**config.mk**
```make
export PLATFORM = sky130hd
export DESIGN_NAME = register_bank
export DESIGN_NICKNAME = d
export VERILOG_FILES = /design/src/rtl/register_bank.sv
export SDC_FILE = /design/constraint.sdc
export NUM_CORES = 1
export LEC_CHECK = 0
export BUFFER_PORTS_ARGS = -buffer_cell sky130_fd_sc_hd__clkbuf_2
export CELL_PAD_IN_SITES_DETAIL_PLACEMENT = 0
export CELL_PAD_IN_SITES_GLOBAL_PLACEMENT = 2
export CORE_AREA = 2 2 243 269
export CTS_BUF_LIST = sky130_fd_sc_hd__clkbuf_16
export CTS_CLUSTER_SIZE = 8
export DETAILED_ROUTE_END_ITERATION = 10
export DIE_AREA = 0 0 245 271
export MAX_ROUTING_LAYER = met4
export PLACE_DENSITY = 0.83
export SETUP_SLACK_MARGIN = 0.05
export SLEW_MARGIN = 10
export SYNTH_ARGS = -nofsm -noshare
export SYNTH_HDL_FRONTEND = slang
export SYNTH_SLANG_ARGS = --single-unit
```
**constraint.sdc**
```tcl
create_clock -name clk -period 1.07 [get_ports clk]
set_clock_uncertainty 0.15 [all_clocks]
set_input_delay 0.0535 -clock clk [delete_from_list [all_inputs] [get_ports clk]]
set_output_delay 0.0535 -clock clk [all_outputs]
set_load 0.01 [all_outputs]
```
**src/rtl/register_bank.sv**
```systemverilog
// Sixteen-entry architectural register file with dedicated link (R14) and PC (R15) load paths.
// Outputs come straight from the flops; read selection happens downstream.
module register_bank #(
  parameter int DATA_W = 32,
  parameter int NREG   = 16
) (
  input  logic              clk,
  input  logic              rst_n,
  input  logic              we,
  input  logic [3:0]        wa,
  input  logic [DATA_W-1:0] wd,
  input  logic              bl_we,
  input  logic [DATA_W-1:0] lr_data,
  input  logic [DATA_W-1:0] pc_in,
  output logic [DATA_W-1:0] r0,
  output logic [DATA_W-1:0] r1,
  output logic [DATA_W-1:0] r2,
  output logic [DATA_W-1:0] r3,
  output logic [DATA_W-1:0] r4,
  output logic [DATA_W-1:0] r5,
  output logic [DATA_W-1:0] r6,
  output logic [DATA_W-1:0] r7,
  output logic [DATA_W-1:0] r8,
  output logic [DATA_W-1:0] r9,
  output logic [DATA_W-1:0] r10,
  output logic [DATA_W-1:0] r11,
  output logic [DATA_W-1:0] r12,
  output logic [DATA_W-1:0] r13,
  output logic [DATA_W-1:0] r14,
  output logic [DATA_W-1:0] r15
);

  logic [NREG-1:0][DATA_W-1:0] regs;

  // The link write is ordered after the general write so it wins any collision on R14.
  always_ff @(posedge clk or negedge rst_n) begin
    if (!rst_n) begin
      regs <= '0;
    end else begin
      regs[15] <= pc_in;
      if (we && (wa != 4'd15))
        regs[wa] <= wd;
      if (bl_we)
        regs[14] <= lr_data;
    end
  end

  assign r0  = regs[0];
  assign r1  = regs[1];
  assign r2  = regs[2];
  assign r3  = regs[3];
  assign r4  = regs[4];
  assign r5  = regs[5];
  assign r6  = regs[6];
  assign r7  = regs[7];
  assign r8  = regs[8];
  assign r9  = regs[9];
  assign r10 = regs[10];
  assign r11 = regs[11];
  assign r12 = regs[12];
  assign r13 = regs[13];
  assign r14 = regs[14];
  assign r15 = regs[15];

endmodule

```
-- Word-level counts from Yosys, hierarchy flattened
Cells that the tools add are included.
- output and inout bits: 512
- logic and storage cells: 27
- bits in registers: 512
- input bits: 104
- multiplexer cells: 5
- reductions and logical operators: 3
- magnitude comparators: 2
- equality and inequality tests: 1
- operators by type and width (operator ; count):
    512-bit bitwise mux ; 1
    512-bit two-way mux ; 1
    32-bit demux with 4-bit select ; 1
    32-bit two-way mux ; 2
    4-bit by 5-bit less-than comparator with 1-bit output, second input constant ; 1
    4-bit by 1-bit greater-or-equal comparator with 1-bit output, second input constant ; 1
    4-bit inequality test, second input constant ; 1
    1-bit logical AND ; 2
    2-bit nonzero test ; 1

-- Longest topological paths before layout
Gate-level depths: netlist (run 1).
- depth after elaboration: 7
- gate-level depth with buffers: 6
- mapped depth without buffers: 3

-- Worst setup path before layout (run 1)
OpenSTA, ideal clock, no wires.
- path type: input to register
- from: in bl_we
- to: reg regs, in the netlist r14[10]
- path buffers: 2
- arrival: 1.263 ns
- library setup time: 0.125 ns
- cell stages on the path: 4
- required time: 0.795 ns
- path slack: -0.467 ns
- path through: clkbuf_1 -> clkbuf_1 -> mux2_2 -> mux2_2
- longest elaborated chain between the ends: 1
- elaborated cells on any way between the ends: 2
- classes of those cells: 1 x mux; 1 x reduce/logical
- ends and longest elaborated chain (item ; RTL line ; source):
    from (decl) ; 12 ; input logic bl_we,
    32-bit two-way mux / 2-bit nonzero test (equally long branches) ; -- ;
    to (signal, indexed assignment) ; 42 ; regs[wa] <= wd;
    to (decl) ; 33 ; logic [NREG-1:0][DATA_W-1:0] regs;
Several ways; a longest one is shown, not always the timed one.
A chain may end at the register's enable or synchronous reset.

-- Final worst setup path (run 1)
- from: reg regs, in the netlist r14[20]
- to: out r14[20]
- RTL lines (item ; RTL line ; source):
    to (decl) ; 29 ; output logic [DATA_W-1:0] r14,
No word-level cell between the ends.

==> results.json, run 1 <==
{
  "status": "finished with violations",
  "violations": "negative hold slack, negative setup slack",
  "cpPeakStageDelay_ps": 390,
  "hold_buffers": 129,
  "synth_warnings": 0,
  "cts.sinks": 512,
  "gp_congestion": 0.812,
  "critPathBufInv": 2,
  "final_antenna_net_count": 0,
  "rows": 97,
  "dieArea_sq_mm": 0.0664,
  "ys_seq_area_share_pct": 65.6,
  "floorplan.initialDensity_pct": 30.8,
  "io_buffers": 615,
  "crit_type": "register to output pin",
  "start_kind": "register",
  "grt_pass1_vias": 14800,
  "synth.distinct_cells": 20,
  "slowest_stage": "dfrtp_1",
  "total_leakage_power_nw": 14.8,
  "postSynthAreaPerCell_sq_um": 16.7,
  "synthTopCellsByArea": "dfrtp_1, mux2_2, mux2_4",
  "routed-via-count": 13800,
  "syn_area_sq_mm": 0.0195,
  "htree_levels": 3,
  "worstPathRequired_ps": 870,
  "hp-class": "primary input to async pin",
  "ios": 616,
  "synth_seq_cells": 512,
  "clk_latency_ps": 580,
  "cp_top_family": "flip-flops",
  "worst-path-max-fanout": 2,
  "holdWs_ps": -122,
  "dr.pass1.iters": 4,
  "yosysTopAreaCell": "dfrtp_1",
  "crit_path_end_kind": "output pin",
  "cts-buffers-inserted": 74,
  "antenna_found_initial": 0,
  "drv_cap": 0,
  "dp_hpwl_microns": 43700,
  "pre_cts_slack_ps": -673,
  "drt_iter0_drc": 400,
  "die_w_microns": 245,
  "finalHoldViolCount": 104,
  "area_delta_synth_final_pct": 54.9,
  "drcViolationCount": 0,
  "drive_gt1_share_pct": 69.0,
  "fmax_ghz": 0.702,
  "die_h_microns": 271,
  "period_minus_slack_ps": 1420,
  "cp_common_cell": "buf_6",
  "drt-total-wl_microns": 64400,
  "clockBufferDepth": 3,
  "grt_max_degree": 68,
  "ir_drop_uv": 1230,
  "synth_top_area_share_pct": 65.6,
  "setup_viol": 582,
  "rsz0062_at_grt": "yes",
  "relSlewSlack_pct": 66.8,
  "power_w": 0.0643,
  "cp.arrival_ps": 1220,
  "fin_crit_sh_pct": 133,
  "grt_util_all_layers_pct": 19.4,
  "core_region_area_sq_mm": 0.0635,
  "tightestPinTransition_ps": 499,
  "final_max_slew_viol_count": 0,
  "syn-num-nets": 1271,
  "tns_ps": -125340,
  "wl_per_cell_microns": 21.6,
  "powerDensity_mw_per_mm2": 2130,
  "cts.clk_slew.worst_paths_ps": 50,
  "worstPathCellList": "buf_6, buf_6",
  "synthCells": 1167,
  "setup_ws_ps": -355,
  "vias_per_cell": 4.62,
  "layout.nets": 2231,
  "grt_overflow_total": 0,
  "cts_tree": "yes",
  "clockRootBuffer": "clkbuf_16",
  "grt_pass1_wl_microns": 93600
}
==> cell usage after synthesis <==
cell / number
dfrtp_1: 512
mux2_2: 439
clkbuf_1: 70
mux2_4: 60
buf_2: 41
mux2_1: 13
buf_6: 6
nor2_1: 5
nand2b_1: 4
nor3_2: 4
nand2_1: 3
or3_1: 2
buf_4: 1
inv_1: 1
nand2b_4: 1
nand3_1: 1
nand3b_1: 1
nand4_1: 1
nor3b_1: 1
nor4_4: 1
==> metrics by stage <==
stage,instance area [sq um],utilization [%],cells
floorplan,19900,-,1167
finish,30200,47.6,2979
CTS,28600,45.0,2910
global route,30200,47.6,2977
global placement,24500,38.7,2610
detailed placement,24500,38.7,2610
==> worst reg2reg max path, stage by stage, from the launching register on <==
cell,delay (ps)
dfrtp_1,390
buf_4,140
mux2_2,250
mux2_2,250
==> registers in the layout (all words and copies together) (netlist names) <==
signal / flops
r11: 32
r8: 32
r0: 32
r6: 32
r9: 32
r7: 32
r13: 32
r2: 32
r4: 32
r3: 32
r14: 32
r15: 32
r12: 32
r5: 32
r10: 32
r1: 32
==> per-layer routing <==
layer / global-route usage, % / wire, microns / vias to the layer above
met1: 22.0 / 25200 / 7160
met4: 8.58 / 2710 / 0
met2: 33.0 / 32800 / 503
met3: 3.91 / 3780 / 148
li1: - / - / 5943
met5: - / 0 / -
==> area by class of cell <==
type                            instances  area (sq um)
Antenna cell                            2          5.00
Tap cell                              841          1050
Clock inverter                          9          82.6
Sequential cell                       512         12800
Multi-Input combinational cell        536          6350
Clock buffer                           76          1900
Timing Repair Buffer                 1002          8030
Inverter                                1          3.75
Fill cell                            5406         33200
==> cell usage in the layout, fill, tap and decap left out, types with 3 or more instances in the layout <==
cell type	count
buf_12	37
buf_2	11
buf_4	185
buf_6	208
clkbuf_16	76
clkbuf_2	428
clkinv_8	3
dfrtp_1	512
dlygate4sd3_1	129
mux2_1	13
mux2_2	414
mux2_4	85
nand2b_4	3
nor2_4	4
nor3_4	4
==> where the power goes <==
part / internal (W) / switching (W)
sequential: 0.0236 / 0.00261
combinational: 0.0103 / 0.00730
clock: 0.0125 / 0.00806
==> final timing paths <==
kind                       slack, ps  endpoint  startpoint  cells after the start
max                             -350   r14[20]     r14[20]                      2
min                             -120     r9[8]       rst_n                      3
max reg2reg                     -230   r14[20]     r14[20]                      3
min reg2reg                      330    r3[26]      r3[26]                      1
max in group asynchronous        360    r3[23]       rst_n                      4
min in group clk                  70    r2[30]       wa[2]                      4
==> logic make-up (layout without fill, tap and decap cells) <==
family | count (synthesis) | after routing | synth area share, %
DFF | 512 | 512 | 65.6
other | 0 | 2 | 0
buffers and inverters | 119 | 1088 | 2.80
and+or+nand+nor | 24 | 24 | 0.865
muxes | 512 | 512 | 30.7
==> what timing repair did <==
item / 4_1_cts / 5_1_grt
pin swaps: 3 / 0
endpoints found under the setup margin: 622 / 841
gates resized for setup: 22 / 474
cloned: 1 / 0
setup buffers: 85 / 67
endpoints found under the hold margin: 1024 / 91
(Power assumes the default switching activity.)
==> run 2, diff against run 1 <==
--- a/config.mk
+++ b/config.mk
@@ -8,11 +8,12 @@
 export BUFFER_PORTS_ARGS = -buffer_cell sky130_fd_sc_hd__clkbuf_2
 export CELL_PAD_IN_SITES_DETAIL_PLACEMENT = 0
 export CELL_PAD_IN_SITES_GLOBAL_PLACEMENT = 2
-export CORE_AREA = 2 2 243 269
+export CORE_AREA = 4 4 245 271
 export CTS_BUF_LIST = sky130_fd_sc_hd__clkbuf_16
+export CTS_CLUSTER_DIAMETER = 40
 export CTS_CLUSTER_SIZE = 8
 export DETAILED_ROUTE_END_ITERATION = 10
-export DIE_AREA = 0 0 245 271
+export DIE_AREA = 0 0 249 275
 export MAX_ROUTING_LAYER = met4
 export PLACE_DENSITY = 0.83
 export SETUP_SLACK_MARGIN = 0.05
==> results.json, run 2 (synthesis gave the netlist of run 1 again) <==
{
  "status": "finished with violations",
  "violations": "negative hold slack, negative setup slack",
  "setup_viol": 593,
  "worst-path-max-fanout": 2,
  "wl_per_cell_microns": 21.9,
  "htree_levels": 3,
  "post-route-util_pct": 48.5,
  "holdWs_ps": -259,
  "layout_common_cells": "dfrtp_1, mux2_2, clkbuf_2",
  "r2r_start": "r14[30]",
  "drv_cap": 0,
  "critPathBufInv": 2,
  "worstPathCellList": "buf_6, buf_6",
  "drt_iter0_drc": 466,
  "cts-buffers-inserted": 82,
  "tightestPinTransition_ps": 488,
  "drt-total-wl_microns": 65900,
  "crit_type": "register to output pin",
  "powerDensity_mw_per_mm2": 2180,
  "finalHoldViolCount": 30,
  "grt_max_degree": 79,
  "layout.nets": 2226,
  "ios": 616,
  "postPlaceCellArea_sq_mm": 0.0246,
  "gp_congestion": 0.804,
  "grt_pass1_vias": 15000,
  "cp_common_cell": "buf_6",
  "drive_gt1_share_pct": 68.6,
  "cts.sinks": 512,
  "crit_path_end_kind": "output pin",
  "clockBufferDepth": 3,
  "fmax_ghz": 0.691,
  "drcViolationCount": 0,
  "slowest_stage": "dfrtp_1",
  "io_buffers": 615,
  "final_max_slew_viol_count": 0,
  "start_kind": "register",
  "final_common_cell": "dfrtp_1",
  "hp-class": "primary input to async pin",
  "cts.clk_slew.worst_paths_ps": 50,
  "tns_ps": -134530,
  "core_region_area_sq_mm": 0.0635,
  "ir_drop_uv": 1340,
  "dr.pass1.iters": 4,
  "floorplan.initialDensity_pct": 30.8,
  "vias_per_cell": 4.57,
  "dieArea_sq_mm": 0.0685,
  "grt_util_all_layers_pct": 18.9,
  "cp.arrival_ps": 1240,
  "grt_overflow_total": 0,
  "cp-startpoint": "r14[28]",
  "routed-via-count": 13700,
  "final_antenna_net_count": 0,
  "fin_cells": 3005,
  "total_leakage_power_nw": 15.1,
  "cpPeakStageDelay_ps": 410,
  "grt_pass1_wl_microns": 96100,
  "rows": 97,
  "hold_buffers": 130,
  "antenna_found_initial": 4,
  "period_minus_slack_ps": 1450,
  "fin_crit_sh_pct": 135,
  "worstPathRequired_ps": 870,
  "die_w_microns": 249,
  "clk_latency_ps": 600,
  "die_h_microns": 275,
  "area_delta_synth_final_pct": 57.8,
  "relSlewSlack_pct": 67.5,
  "clockRootBuffer": "clkbuf_16",
  "fin_area_sq_mm": 0.0308,
  "placed_cells": 2615,
  "rsz0062_at_grt": "yes",
  "cts_tree": "yes",
  "dp_hpwl_microns": 45200,
  "setup_ws_ps": -377,
  "cp_top_family": "flip-flops"
}
## run 2: cell count changes in the layout (fill, tap and decap cells not counted), sizes merged
cell         previous run  this run
buf                   443       459
bufinv                  0         2
clkbuf                506       483
clkinv                  6        17
clkinvlp                0         2
diode                   2         7
dlygate4sd3           129       130
inv                     4        16
## run 2: where the power goes
part / switching (W) / leakage, nW / internal (W)
Sequential: 0.00272 / 6.24 / 0.0236
Combinational: 0.00728 / 7.63 / 0.0104
Clock: 0.00887 / 1.19 / 0.0144
Total: 0.0189 / 15.1 / 0.0483
## run 2: what timing repair did
item,CTS,global route
endpoints found under the setup margin,737,766
pin swaps,5,0
buffers inserted,78,54
gates resized for setup,34,532
gates cloned,2,0
hold endpoints to repair,1024,47
## run 2: worst register-to-register path, cell delays in order (launching register included)
cell and delay, ps:
dfrtp_1 390, buf_4 140, buf_4 120, mux2_2 250
mux2_2 260
## run 2: path summary, 6_finish.rpt
kind                       endpoint  slack, ps  depth (start not counted)
max reg2reg                 r14[30]       -340                          4
min                          r0[31]       -260                          2
max                         r14[28]       -380                          2
max in group asynchronous    r9[31]       -130                          4
min in group clk             r10[5]        -30                          4
min reg2reg                  r10[6]        340                          1
## run 2: final cells by class
cell class              count  area (sq um)
fillers                  5363         32700
well taps                 841          1050
flip-flops and latches    512         12800
multi-input cells         536          6370
clock inverters            36           295
clock buffers              83          2080
diodes                      7          17.5
repair buffers            989          8170
inverters                   1          3.75
## run 2: layer usage
metal,GRT usage (%),vias to the layer above,share of wire (%)
met5,-,-,0
met4,7.57,0,3.3
met3,4.47,124,5.7
met2,32.2,481,52
met1,21.6,7191,39
li1,-,5941,-
## run 2: stage by stage
step | power [W] | worst slack [ps]
floorplan | 0.0322 | -386
global placement | 0.0394 | -631
CTS | 0.0649 | -439
finish | 0.0672 | -377
detailed placement | 0.0398 | -670
global route | 0.0702 | -446
